### src/rtl/demux_1x8_deser.sv
// demux_1x8_deser: time-division 1-to-8 demultiplexer / byte deserializer.
// Accepts one serial bit per cycle with i_valid high and steps an internal slot
// counter through slots 0..7. The byte being built lives in a staging register.
// The byte is copied to out when the 8th slot is filled, and it is handed off
// with a valid/ready handshake. frame_start resyncs the slot counter to slot 0.
// If a completed byte replaces one that was never consumed, the sticky overrun
// flag is set.
//
// Parameters:
//   LSB_FIRST   - 1: first bit of a frame lands in out[0]; 0: it lands in out[7]
// Ports:
//   clk         - rising-edge clock
//   rst_n       - asynchronous active-low reset
//   i           - serial data bit
//   i_valid     - i is accepted on this rising edge
//   frame_start - sampled only with i_valid; marks the current bit as slot 0
//   out_ready   - consumer accepts out this cycle
//   out         - last completed byte, held until replaced
//   out_valid   - out holds an unconsumed byte
//   sel         - slot index the next accepted bit will occupy
//   overrun     - sticky: a completed byte replaced an unconsumed one
module demux_1x8_deser #(
  parameter bit LSB_FIRST = 1'b1
) (
  input  logic       clk,
  input  logic       rst_n,
  input  logic       i,
  input  logic       i_valid,
  input  logic       frame_start,
  input  logic       out_ready,
  output logic [7:0] out,
  output logic       out_valid,
  output logic [2:0] sel,
  output logic       overrun
);

  logic [7:0] staging_q, staging_d;
  logic [7:0] out_q, out_d;
  logic [2:0] sel_q, sel_d;
  logic       out_valid_q, out_valid_d;
  logic       overrun_q, overrun_d;

  logic [7:0] merged;
  logic [2:0] bit_idx;
  logic [2:0] slot0_idx;
  logic       complete;

  // Physical bit position of the current slot, and of slot 0, in the staging register.
  assign bit_idx   = LSB_FIRST ? sel_q : (3'd7 - sel_q);
  assign slot0_idx = LSB_FIRST ? 3'd0 : 3'd7;

  always_comb begin
    staging_d   = staging_q;
    out_d       = out_q;
    sel_d       = sel_q;
    out_valid_d = out_valid_q;
    overrun_d   = overrun_q;
    complete    = 1'b0;
    merged      = staging_q;
    merged[bit_idx] = i;

    if (i_valid) begin
      if (frame_start) begin
        // Resync: any partial byte is dropped silently.
        staging_d            = '0;
        staging_d[slot0_idx] = i;
        sel_d                = 3'd1;
      end else if (sel_q == 3'd7) begin
        complete  = 1'b1;
        out_d     = merged;
        staging_d = '0;
        sel_d     = 3'd0;
      end else begin
        staging_d = merged;
        sel_d     = sel_q + 3'd1;
      end
    end

    if (complete) begin
      // Newest byte always wins; it only counts as overrun if the old byte was not taken.
      out_valid_d = 1'b1;
      if (out_valid_q && !out_ready) begin
        overrun_d = 1'b1;
      end
    end else if (out_valid_q && out_ready) begin
      out_valid_d = 1'b0;
    end
  end

  always_ff @(posedge clk or negedge rst_n) begin
    if (!rst_n) begin
      staging_q   <= '0;
      out_q       <= '0;
      sel_q       <= '0;
      out_valid_q <= 1'b0;
      overrun_q   <= 1'b0;
    end else begin
      staging_q   <= staging_d;
      out_q       <= out_d;
      sel_q       <= sel_d;
      out_valid_q <= out_valid_d;
      overrun_q   <= overrun_d;
    end
  end

  assign out       = out_q;
  assign out_valid = out_valid_q;
  assign sel       = sel_q;
  assign overrun   = overrun_q;

endmodule

### config.mk
export PLATFORM = sky130hd
export DESIGN_NAME = demux_1x8_deser
export DESIGN_NICKNAME = d
export VERILOG_FILES = /design/src/rtl/demux_1x8_deser.sv
export SDC_FILE = /design/constraint.sdc
export NUM_CORES = 1
export LEC_CHECK = 0
export CAP_MARGIN = 30
export CORE_UTILIZATION = 25
export CTS_CLUSTER_DIAMETER = 60
export DETAILED_ROUTE_END_ITERATION = 16
export GPL_ROUTABILITY_DRIVEN = 0
export GPL_TIMING_DRIVEN = 0
export SLEW_MARGIN = 20
export SYNTH_ARGS = -nofsm -noshare
export SYNTH_HDL_FRONTEND = slang
export SYNTH_SLANG_ARGS = --single-unit
### constraint.sdc
create_clock -name clk -period 1.5 [get_ports clk]
set_input_delay 0.15 -clock clk [delete_from_list [all_inputs] [get_ports clk]]
set_output_delay 0.15 -clock clk [all_outputs]
set_load 0.05 [all_outputs]
==> metrics.md, run 1 <==
| Metric | Value |
|---|---|
| Initial antenna violation count | 0 |
| Sequential-to-total area share from yosys stat | 0.468 |
| Layout cells sized above 1 | 0.176 |
| Cell area power density | 1470 nW/um^2 |
| Critical path endpoint category | flip-flop |
| Final critical-path share of the clock period | 0.965 |
| Yosys reg bits | 21 |
| DRT Wirelength | 2370 microns |
| Die width | 69 microns |
| Total GRT Usage | 0.107 |
| Gate power share | 0.435 |
| Syn_area_per_cell | 10.1 sq um |
| Initial DRT Pass Iterations | 3 |
| Net Sw Frac | 0.422 |
| Post-synth top flop | dfrtp_1 |
| Post-Syn Area | 1120 sq um |
| Post-DR wirelength/cell | 12.9 microns |
| Worst vdd ir | 0.825 mV |
| Drt initial violations | 33 |
| Slew margin rel. | 0.670 |
| Max Cap Viol | 0 |
| Top post-synthesis cells by area | dfrtp_1 (47%), mux2i_1 (13%), a21oi_1 (4.5%) |
| Crit path max fanout | 9 |
| Minimum clock period | 1450 ps |
| # hold bufs at CTS | 0 |
| # DRC | 0 |
| Critical path data required time | 1640 ps |
| Hold crit path type | input pin to async pin |
| Clock tree from TritonCTS | yes |
| Top cell type by total area after synthesis | dfrtp_1 |
| Nets | 141 |
| Clock buffer count from CTS | 3 |
| Worst-skew pair later-pin latency | 260 ps |
| Slew Viols, Final | 0 |
| Outcome | finished clean |
| # setup viols final | 0 |
| Congestion Overflow GR | 0 |
| N_diodes | 0 |
| Vias in the first global route | 890 |
| Worst-margin pin slew | 497 ps |
| Distinct cells, synth | 24 |
| FP Rows | 24 |
| Asr flop ratio synth | 1.00 |
| Setup bufs post-CTS | 0 |
| Root Buffer | clkbuf_8 |
| Max Fclk | 691 MHz |
| Via count | 845 |
| Dpl hpwl | 1740 microns |
| Post-DR vias/cell | 4.62 |
| Post-Syn Nets | 120 |
| Clk_skew | 5.47 ps |
| Initial Utilization | 0.260 |
| H-tree levels | 1 |
| Core Region | 4320 sq um |
| Setup Total Neg Slack | 0 ps |
| LEAKAGE | 0.669 nW |
| Clock Path Buffers | 2 |
| Net Switching | 0.888 mW |
| Seq pwr share | 0.389 |
| Antenna viol nets, final | 0 |
| Share of the synthesized area in the top cell type | 0.468 |
| Count leader, synth | dfrtp_1 |
| Cells after synthesis | 111 |
| Die Ht | 69 microns |
| Clock group share of total power | 0.176 |
| CTS Sinks | 21 |
| Number of flops mapped to enable cells by yosys | 0 |
| CP Class | flip-flop to flip-flop |
| Synth Warn # | 0 |
| Cell Int Power | 1.22 mW |
| Top cells by count, synth | dfrtp_1 (21), mux2i_1 (15), nor2_1 (12), inv_1 (11), a21oi_1 (10) |
| First-pass GRT wire length | 4130 microns |
| Final Power | 2.10 mW |
| Final hold violation count | 0 |
| Die area | 4760 sq um |
| Largest net degree at the start of global routing | 22 |
| Clock slew seen by the registers of the worst setup and hold paths | 80 ps |
| Port buffer count | 17 |
| IO Count | 19 |
| Worst EP arrival | 1590 ps |
| Area Overhead vs Synth | 27.3% |
| Critical Path Start Type | flip-flop |
## final cells by class
cell class / instances / area [sq um]
fillers: 461 / 2900
flip-flops and latches: 21 / 529
multi-input cells: 70 / 528
repair buffers: 18 / 169
well taps: 52 / 65.1
plain buffers: 7 / 51.3
clock buffers: 4 / 45.0
inverters: 11 / 41.3
## per-layer routing
layer / routed length (microns) / up-vias / part of all wire / GRT usage
li1: - / 421 / - / -
met3: 90 / 5 / 0.038 / 0.0322
met1: 1150 / 404 / 0.49 / 0.142
met5: 0 / - / 0 / 0
met4: 27 / 0 / 0.011 / 0.0272
met2: 1100 / 15 / 0.47 / 0.170
## power by group through the flow
stage	Clock (mW)	Combinational (mW)	Sequential (mW)
6_report	0.371	0.914	0.818
5_1_grt	0.402	0.985	0.840
4_1_cts	0.388	0.914	0.818
3_5_place_dp	0	0.981	0.830
3_3_place_gp	0	0.965	0.821
2_1_floorplan	0	0.346	1.15
## logic make-up after synthesis
group / share of synthesized area
AO/OA/AOI/OAI: 0.118
multiplexers: 0.134
buffers and inverters: 0.0892
AND/OR/NAND/NOR: 0.157
flip-flops: 0.468
adder cells (fa/ha/maj): 0.0334
## per-stage QoR
| stage | instances | setup WS, ps | utilization | cell area, sq um | hold WS (ps) |
|---|---|---|---|---|---|
| floorplan | 111 | -28.8 | - | 1160 | -146 |
| global placement | 180 | 6.66 | 0.323 | 1400 | 448 |
| detailed placement | 180 | -58.0 | 0.323 | 1400 | 470 |
| CTS | 183 | 9.19 | 0.328 | 1420 | 283 |
| global route | 183 | -0.769 | 0.330 | 1430 | 175 |
| finish | 183 | 53.0 | 0.330 | 1430 | 157 |
## flip-flops by register name (all words and copies together) (netlist names)
register,flops
staging_q,8
out,8
overrun,1
out_valid,1
sel,3
## timing repair
| item | in CTS | in global routing |
|---|---|---|
| gates resized for setup | 13 | 2 |
| pin swaps | 0 | 1 |
| endpoints found under the setup margin | 17 | 6 |
## critical path: stages, from the launching register on
cell and delay, ps:
dfrtp_2 430, buf_4 180, or3_4 400, mux2i_2 220, a21oi_1 100
## cell usage in the layout (no fill, tap or decap), types with 2 or more instances in the layout
cell type        synthesis  final
o22ai_1                  7      7
nor2_1                  12     11
dlygate4sd2_1            0     13
dfrtp_1                 21     18
mux2i_1                 15     14
a21oi_1                 10     10
clkbuf_8                 0      3
nand3b_1                 3      3
clkdlybuf4s50_1          0      4
nand2_1                  3      3
clkbuf_1                 2      2
nor3b_2                  3      3
o21ai_0                  3      3
inv_1                   11     11
buf_4                    4      2
nor2b_1                  2      2
dfrtp_2                  0      3
nand3_1                  3      3
ha_4                     0      2
buf_6                    1      2
## final timing paths
| check | start | endpoint | slack, ps | cells past startpoint |
|---|---|---|---|---|
| worst max-delay path | sel[1]$_DFFE_PN0P_ | out[0]$_DFFE_PN0P_ | 50 | 4 |
| worst min-delay path | rst_n | staging_q[0]$_DFFE_PN0P_ | 160 | 1 |
| worst max register to register | sel[1]$_DFFE_PN0P_ | out[0]$_DFFE_PN0P_ | 50 | 4 |
| worst min register to register | overrun$_DFFE_PN0P_ | overrun$_DFFE_PN0P_ | 470 | 2 |
| max in group asynchronous | rst_n | out[0]$_DFFE_PN0P_ | 920 | 2 |
| min in group clk | i | staging_q[0]$_DFFE_PN0P_ | 290 | 3 |
Note: power is estimated with default switching activity, not from simulation.
==> run 2, diff against run 1 <==
--- a/config.mk
+++ b/config.mk
@@ -6,7 +6,7 @@
 export NUM_CORES = 1
 export LEC_CHECK = 0
 export CAP_MARGIN = 30
-export CORE_UTILIZATION = 25
+export CORE_UTILIZATION = 35
 export CTS_CLUSTER_DIAMETER = 60
 export DETAILED_ROUTE_END_ITERATION = 16
 export GPL_ROUTABILITY_DRIVEN = 0
==> metrics.md, run 2 (same netlist as run 1, synthesis figures left out) <==
| Metric | Value |
|---|---|
| Outcome | finished clean |
| Port buffer count | 17 (unchanged) |
| Core Region | 3050 sq um (-29%) |
| Nets | 144 (+2.1%) |
| Hold crit path type | input pin to async pin |
| RSZ-0062 raised after global routing | yes |
| Via count | 859 (+1.7%) |
| Worst vdd ir | 0.900 mV (+9.1%) |
| Most frequent cells in the layout | dfrtp_1 (18), mux2i_1 (15), dlygate4sd2_1 (13), inv_1 (11), nor2_1 (10) |
| N_diodes | 0 (unchanged) |
| # DRC | 0 (unchanged) |
| Crit-path most repeated cell | ha_4 |
| Vias in the first global route | 880 (-1.1%) |
| CTS Sinks | 21 (unchanged) |
| Clock slew seen by the registers of the worst setup and hold paths | 110 ps (+30 ps) |
| Post-DR wirelength/cell | 13.6 microns (+4.8%) |
| Dpl hpwl | 1690 microns (-3.0%) |
| Layout cells sized above 1 | 0.216 (+0.0408) |
| Critical path endpoint category | flip-flop |
| Cell area power density | 1380 nW/um^2 (-6.0%) |
| Critical Path Start Type | flip-flop |
| R2R depth | 7 (+3) |
| Final instance area | 1470 sq um (+2.9%) |
| Clock tree from TritonCTS | yes |
| Clk_skew | 0.654 ps (-4.82 ps) |
| Congestion Overflow GR | 0 (unchanged) |
| RR Endpoint | out[6]$_DFFE_PN0P_ |
| H-tree levels | 1 (unchanged) |
| Post-DR vias/cell | 4.83 (+4.5%) |
| Initial antenna violation count | 0 (unchanged) |
| Crit path max fanout | 8 (-1) |
| Setup Total Neg Slack | 0 ps (unchanged) |
| Worst-skew pair later-pin latency | 300 ps (+40 ps) |
| Initial DRT Pass Iterations | 4 (+1) |
| Max Cap Viol | 0 (unchanged) |
| Slew Viols, Final | 0 (unchanged) |
| Clock buffer count from CTS | 3 (unchanged) |
| Total GRT Usage | 0.157 (+0.0498) |
| Critical path, cell by cell | ha_4 > ha_4 > and3b_1 > buf_6 > buf_8 > nor2_4 > a21oi_1 |
| Initial Utilization | 0.368 (+0.108) |
| Worst path slowest cell | dfrtp_2 |
| Die Ht | 58.6 microns (-15%) |
| Reg2Reg Setup Slack | 50 ps (about the same) |
| Root Buffer | clkbuf_4 |
| Post-Place Cell Area | 1400 sq um (+0.36%) |
| # hold bufs at CTS | 0 (unchanged) |
| Worst EP arrival | 1650 ps (+60 ps) |
| Fillers | 324 (-30%) |
| Die area | 3440 sq um (-28%) |
| LEAKAGE | 0.693 nW (+3.5%) |
| Clock Path Buffers | 2 (unchanged) |
| Final hold violation count | 0 (unchanged) |
| Most common cell after layout, fill and taps aside | dfrtp_1 |
| Drt initial violations | 18 (-45%) |
| Worst-margin pin slew | 503 ps (+5.42 ps) |
| Final critical-path share of the clock period | 0.969 (+0.00398) |
| Slew margin rel. | 0.665 (-0.00493) |
| CP Class | flip-flop to flip-flop |
| Max Fclk | 688 MHz (-0.41%) |
| DRT Wirelength | 2410 microns (+1.9%) |
| Slowest stage delay, CP | 460 ps (+30 ps) |
| First-pass GRT wire length | 4050 microns (-2.0%) |
| Minimum clock period | 1450 ps (+5.97 ps) |
| Critical Path Source | sel[0]$_DFFE_PN0P_ |
| Largest net degree at the start of global routing | 14 (-36%) |
| Die width | 58.6 microns (-15%) |
| Antenna viol nets, final | 0 (unchanged) |
| Critical path data required time | 1700 ps (+60 ps) |
| # setup viols final | 0 (unchanged) |
| R2r startpoint | sel[0]$_DFFE_PN0P_ |
| FP Rows | 20 (-17%) |
| IO Count | 19 (unchanged) |
| Area Overhead vs Synth | 31.0% |
-- run 2: changes by cell type in the layout (fill, tap and decap cells not counted), sizes merged --
cell,change
clkbuf,+1
buf,+2
-- run 2: metrics by stage --
| stage | instances | hold WS (ps) | setup WS, ps | util | power (mW) |
|---|---|---|---|---|---|
| global route | 178 | 180 | -9.87 | 0.482 | 2.15 |
| detailed placement | 173 | 486 | -34.4 | 0.459 | 1.81 |
| CTS | 176 | 158 | 11.4 | 0.460 | 2.01 |
| finish | 178 | 151 | 47.0 | 0.482 | 2.03 |
| floorplan | 111 | -146 | -28.8 | - | 1.50 |
| global placement | 172 | 453 | -17.1 | 0.454 | 1.78 |
-- run 2: worst max path at each step --
stage,to,slack (ps),cells after the start
after floorplan,out[6]$_DFFE_PN0P_,-30,7
after global placement,staging_q[0]$_DFFE_PN0P_,-20,5
after detailed placement,staging_q[0]$_DFFE_PN0P_,-30,5
after CTS,out[6]$_DFFE_PN0P_,10,7
after global routing,out[6]$_DFFE_PN0P_,-10,7
final,out[6]$_DFFE_PN0P_,50,7
-- run 2: report_power, final --
| group | internal [mW] | switching, mW | total [mW] |
|---|---|---|---|
| clock | 0.103 | 0.168 | 0.271 |
| combinational | 0.330 | 0.613 | 0.943 |
| sequential | 0.715 | 0.104 | 0.819 |
-- run 2: final cells by class --
type	instances	area, sq um	area share
Buffer	8	66.3	0.0451
Clock buffer	4	26.3	0.0179
Inverter	11	41.3	0.0281
Multi-Input combinational cell	70	551	0.374
Sequential cell	21	529	0.360
Tap cell	44	55.1	0.0374
Timing Repair Buffer	20	201	0.137
-- run 2: worst max-delay path, delay by kind of cell (launching register included) --
family / cells / cell delay [ps]
flip-flops: 1 / 460
adder cells (fa/ha/maj): 2 / 340
buffers and inverters: 2 / 270
AND/OR/NAND/NOR: 2 / 230
AO/OA/AOI/OAI: 1 / 40
-- run 2: routing by layer --
metal	up-vias	global-route usage	routed length (microns)
met5	-	0	0
li1	425	-	-
met1	420	0.211	1180
met2	14	0.263	1160
met4	0	0.0510	0
met3	0	0.0198	73
-- run 2: repair_timing --
item / CTS / global route
pin swaps: 0 / 1
setup buffers: 0 / 1
endpoints found under the setup margin: 20 / 8
cloned: 0 / 1
gates resized for setup: 13 / 9
==> run 3, diff against run 2 <==
--- a/config.mk
+++ b/config.mk
@@ -6,11 +6,11 @@
 export NUM_CORES = 1
 export LEC_CHECK = 0
 export CAP_MARGIN = 30
-export CORE_UTILIZATION = 35
+export CORE_UTILIZATION = 40
 export CTS_CLUSTER_DIAMETER = 60
 export DETAILED_ROUTE_END_ITERATION = 16
 export GPL_ROUTABILITY_DRIVEN = 0
-export GPL_TIMING_DRIVEN = 0
+export PLACE_DENSITY = 0.65
 export SLEW_MARGIN = 20
 export SYNTH_ARGS = -nofsm -noshare
 export SYNTH_HDL_FRONTEND = slang
==> metrics.md, run 3 (same netlist as run 1, synthesis figures left out) <==
| Metric | Value |
|---|---|
| Seq pwr share | 0.403 (about the same) |
| Clock buffer count from CTS | 3 (unchanged) |
| # setup viols final | 0 (unchanged) |
| Slew Viols, Final | 0 (unchanged) |
| Worst vdd ir | 1.12 mV (+25%) |
| Gate power share | 0.466 (+0.002) |
| Clock Path Buffers | 2 (unchanged) |
| Drt initial violations | 11 (-7) |
| DRT Wirelength | 2220 microns (-8.1%) |
| Vias in the first global route | 842 (-4.3%) |
| Port buffer count | 18 (+1) |
| Most common cell after layout, fill and taps aside | dfrtp_1 |
| Final hold violation count | 0 (unchanged) |
| Outcome | finished clean |
| Nets | 140 (-2.8%) |
| Multi-input gate area | 526 sq um (-4.5%) |
| Die area | 3020 sq um (-12%) |
| Antenna viol nets, final | 0 (unchanged) |
| Register area | 529 sq um (unchanged) |
| Die Ht | 55.0 microns (-6.2%) |
| Metal2 WL | 1120 microns (-3.5%) |
| H-tree levels | 1 (unchanged) |
| Worst EP arrival | 1650 ps (about the same) |
| Critical Path Start Type | flip-flop |
| FP Rows | 18 (-10%) |
| Net Switching | 0.875 mW (-1.1%) |
| Most frequent cells in the layout | dfrtp_1 (18), buf_4 (15), mux2i_1 (14), nor2_1 (12), inv_1 (11) |
| Initial Utilization | 0.437 (+0.0695) |
| Worst-margin pin slew | 295 ps (-208 ps) |
| Placed insts | 156 (-9.8%) |
| R2R depth | 4 (-3) |
| Root Buffer | clkbuf_4 |
| Worst-skew pair later-pin latency | 300 ps (about the same) |
| Core Region | 2570 sq um (-16%) |
| Fin cells | 160 (-10%) |
| Clk_skew | 2.52 ps (+1.86 ps) |
| Cell area power density | 1470 nW/um^2 (+6.2%) |
| Critical path data required time | 1690 ps (about the same) |
| Critical path endpoint category | flip-flop |
| N_diodes | 0 (unchanged) |
| Initial antenna violation count | 0 (unchanged) |
| Net Sw Frac | 0.425 (-0.0105) |
| Hold crit path type | input pin to async pin |
| Final critical-path share of the clock period | 0.973 (+0.00409) |
| Reg2Reg Setup Slack | 40 ps (about the same) |
| Total GRT Usage | 0.177 (+0.0196) |
| Dpl hpwl | 1580 microns (-6.5%) |
| # DRC | 0 (unchanged) |
| Area Overhead vs Synth | 25.0% |
| Largest net degree at the start of global routing | 22 (+8) |
| Via count | 837 (-2.6%) |
| LEAKAGE | 0.652 nW (-5.9%) |
| R2r startpoint | sel[0]$_DFFE_PN0P_ |
| Initial DRT Pass Iterations | 4 (unchanged) |
| Post-DR vias/cell | 5.23 (+8.4%) |
| Final WS setup | 40.9 ps (-6.13 ps) |
| Max Cap Viol | 0 (unchanged) |
| Cell Int Power | 1.19 mW (+3.2%) |
| Clock tree from TritonCTS | yes |
| RR Endpoint | out[0]$_DFFE_PN0P_ |
| Layout cells sized above 1 | 0.262 (+0.0451) |
| Die width | 55.0 microns (-6.2%) |
| Met3 wire length | 54 microns (-26%) |
| CP Class | flip-flop to flip-flop |
| Fillers | 235 (-27%) |
| Clock group share of total power | 0.131 (-0.002) |
| Core Util, Final | 0.546 (+0.0647) |
| Max Fclk | 685 MHz (-0.42%) |
| First-pass GRT wire length | 3710 microns (-8.3%) |
| Final Power | 2.06 mW (+1.3%) |
| Minimum clock period | 1460 ps (+6.13 ps) |
| DR top layer | met4 |
| IO Count | 19 (unchanged) |
| RSZ-0062 raised after global routing | no |
| Pre-CTS setup slack | 72.6 ps (+107 ps) |
| Met1 Wirelength | 1030 microns (-13%) |
| Congestion Overflow GR | 0 (unchanged) |
| CTS Sinks | 21 (unchanged) |
| Crit path max fanout | 11 (+3) |
| Hold Slack | 181 ps (+29.4 ps) |
| Slew margin rel. | 0.803 (+0.138) |
| Clock slew seen by the registers of the worst setup and hold paths | 110 ps (about the same) |
| Post-DR wirelength/cell | 13.9 microns (+2.2%) |
[run 3: cell count changes in the layout (fill, tap and decap cells not counted), moves of 3 or more]
cell / change
a21oi_2: -3
dlygate4sd2_1: -13
buf_4: +12
buf_12: +4
a21oi_1: +3
[run 3: power by group through the flow]
stage	logic [mW]	clock network [mW]	registers (mW)
3_3_place_gp	0.953	0	0.834
5_1_grt	1.04	0.309	0.852
6_report	0.960	0.270	0.830
3_5_place_dp	0.962	0	0.839
2_1_floorplan	0.346	0	1.15
4_1_cts	0.966	0.281	0.828
[run 3: area by class of cell]
class,count,area share
Clock buffer,4,0.0187
Inverter,11,0.0294
Multi-Input combinational cell,70,0.375
Sequential cell,21,0.377
Tap cell,30,0.0268
Timing Repair Buffer,24,0.173
[run 3: what timing repair did]
action                     4_1_cts  5_1_grt
setup buffers                    0        0
hold buffers                     0        0
setup endpoints to repair        0        1
resized for setup                0        1
[run 3: how the worst max path moves through the flow]
stage	start	to	slack, ps	cells after the start
floorplan	sel[0]$_DFFE_PN0P_	out[6]$_DFFE_PN0P_	-30	7
global placement	sel[0]$_DFFE_PN0P_	out[0]$_DFFE_PN0P_	80	4
detailed placement	sel[0]$_DFFE_PN0P_	out[0]$_DFFE_PN0P_	70	4
CTS	sel[0]$_DFFE_PN0P_	out[0]$_DFFE_PN0P_	40	4
global route	sel[0]$_DFFE_PN0P_	out[0]$_DFFE_PN0P_	8	4
finish	sel[0]$_DFFE_PN0P_	out[0]$_DFFE_PN0P_	40	4
[run 3: stage by stage]
stage,instance area [sq um],TNS [ps]
final,1400,0
after global routing,1400,0
after CTS,1400,0
after detailed placement,1370,0
after global placement,1370,0
after floorplan,1160,-66.2
[run 3: critical path, stage by stage (launching register included)]
cell and delay (ps):
dfrtp_2 440, buf_4 190, or3_4 420, mux2i_2 210
a21oi_1 90
[run 3: layer usage]
metal	up-vias	global-route usage
met2	12	0.289
met4	0	0.0750
met3	2	0.0437
li1	418	-
met1	405	0.220
met5	-	0
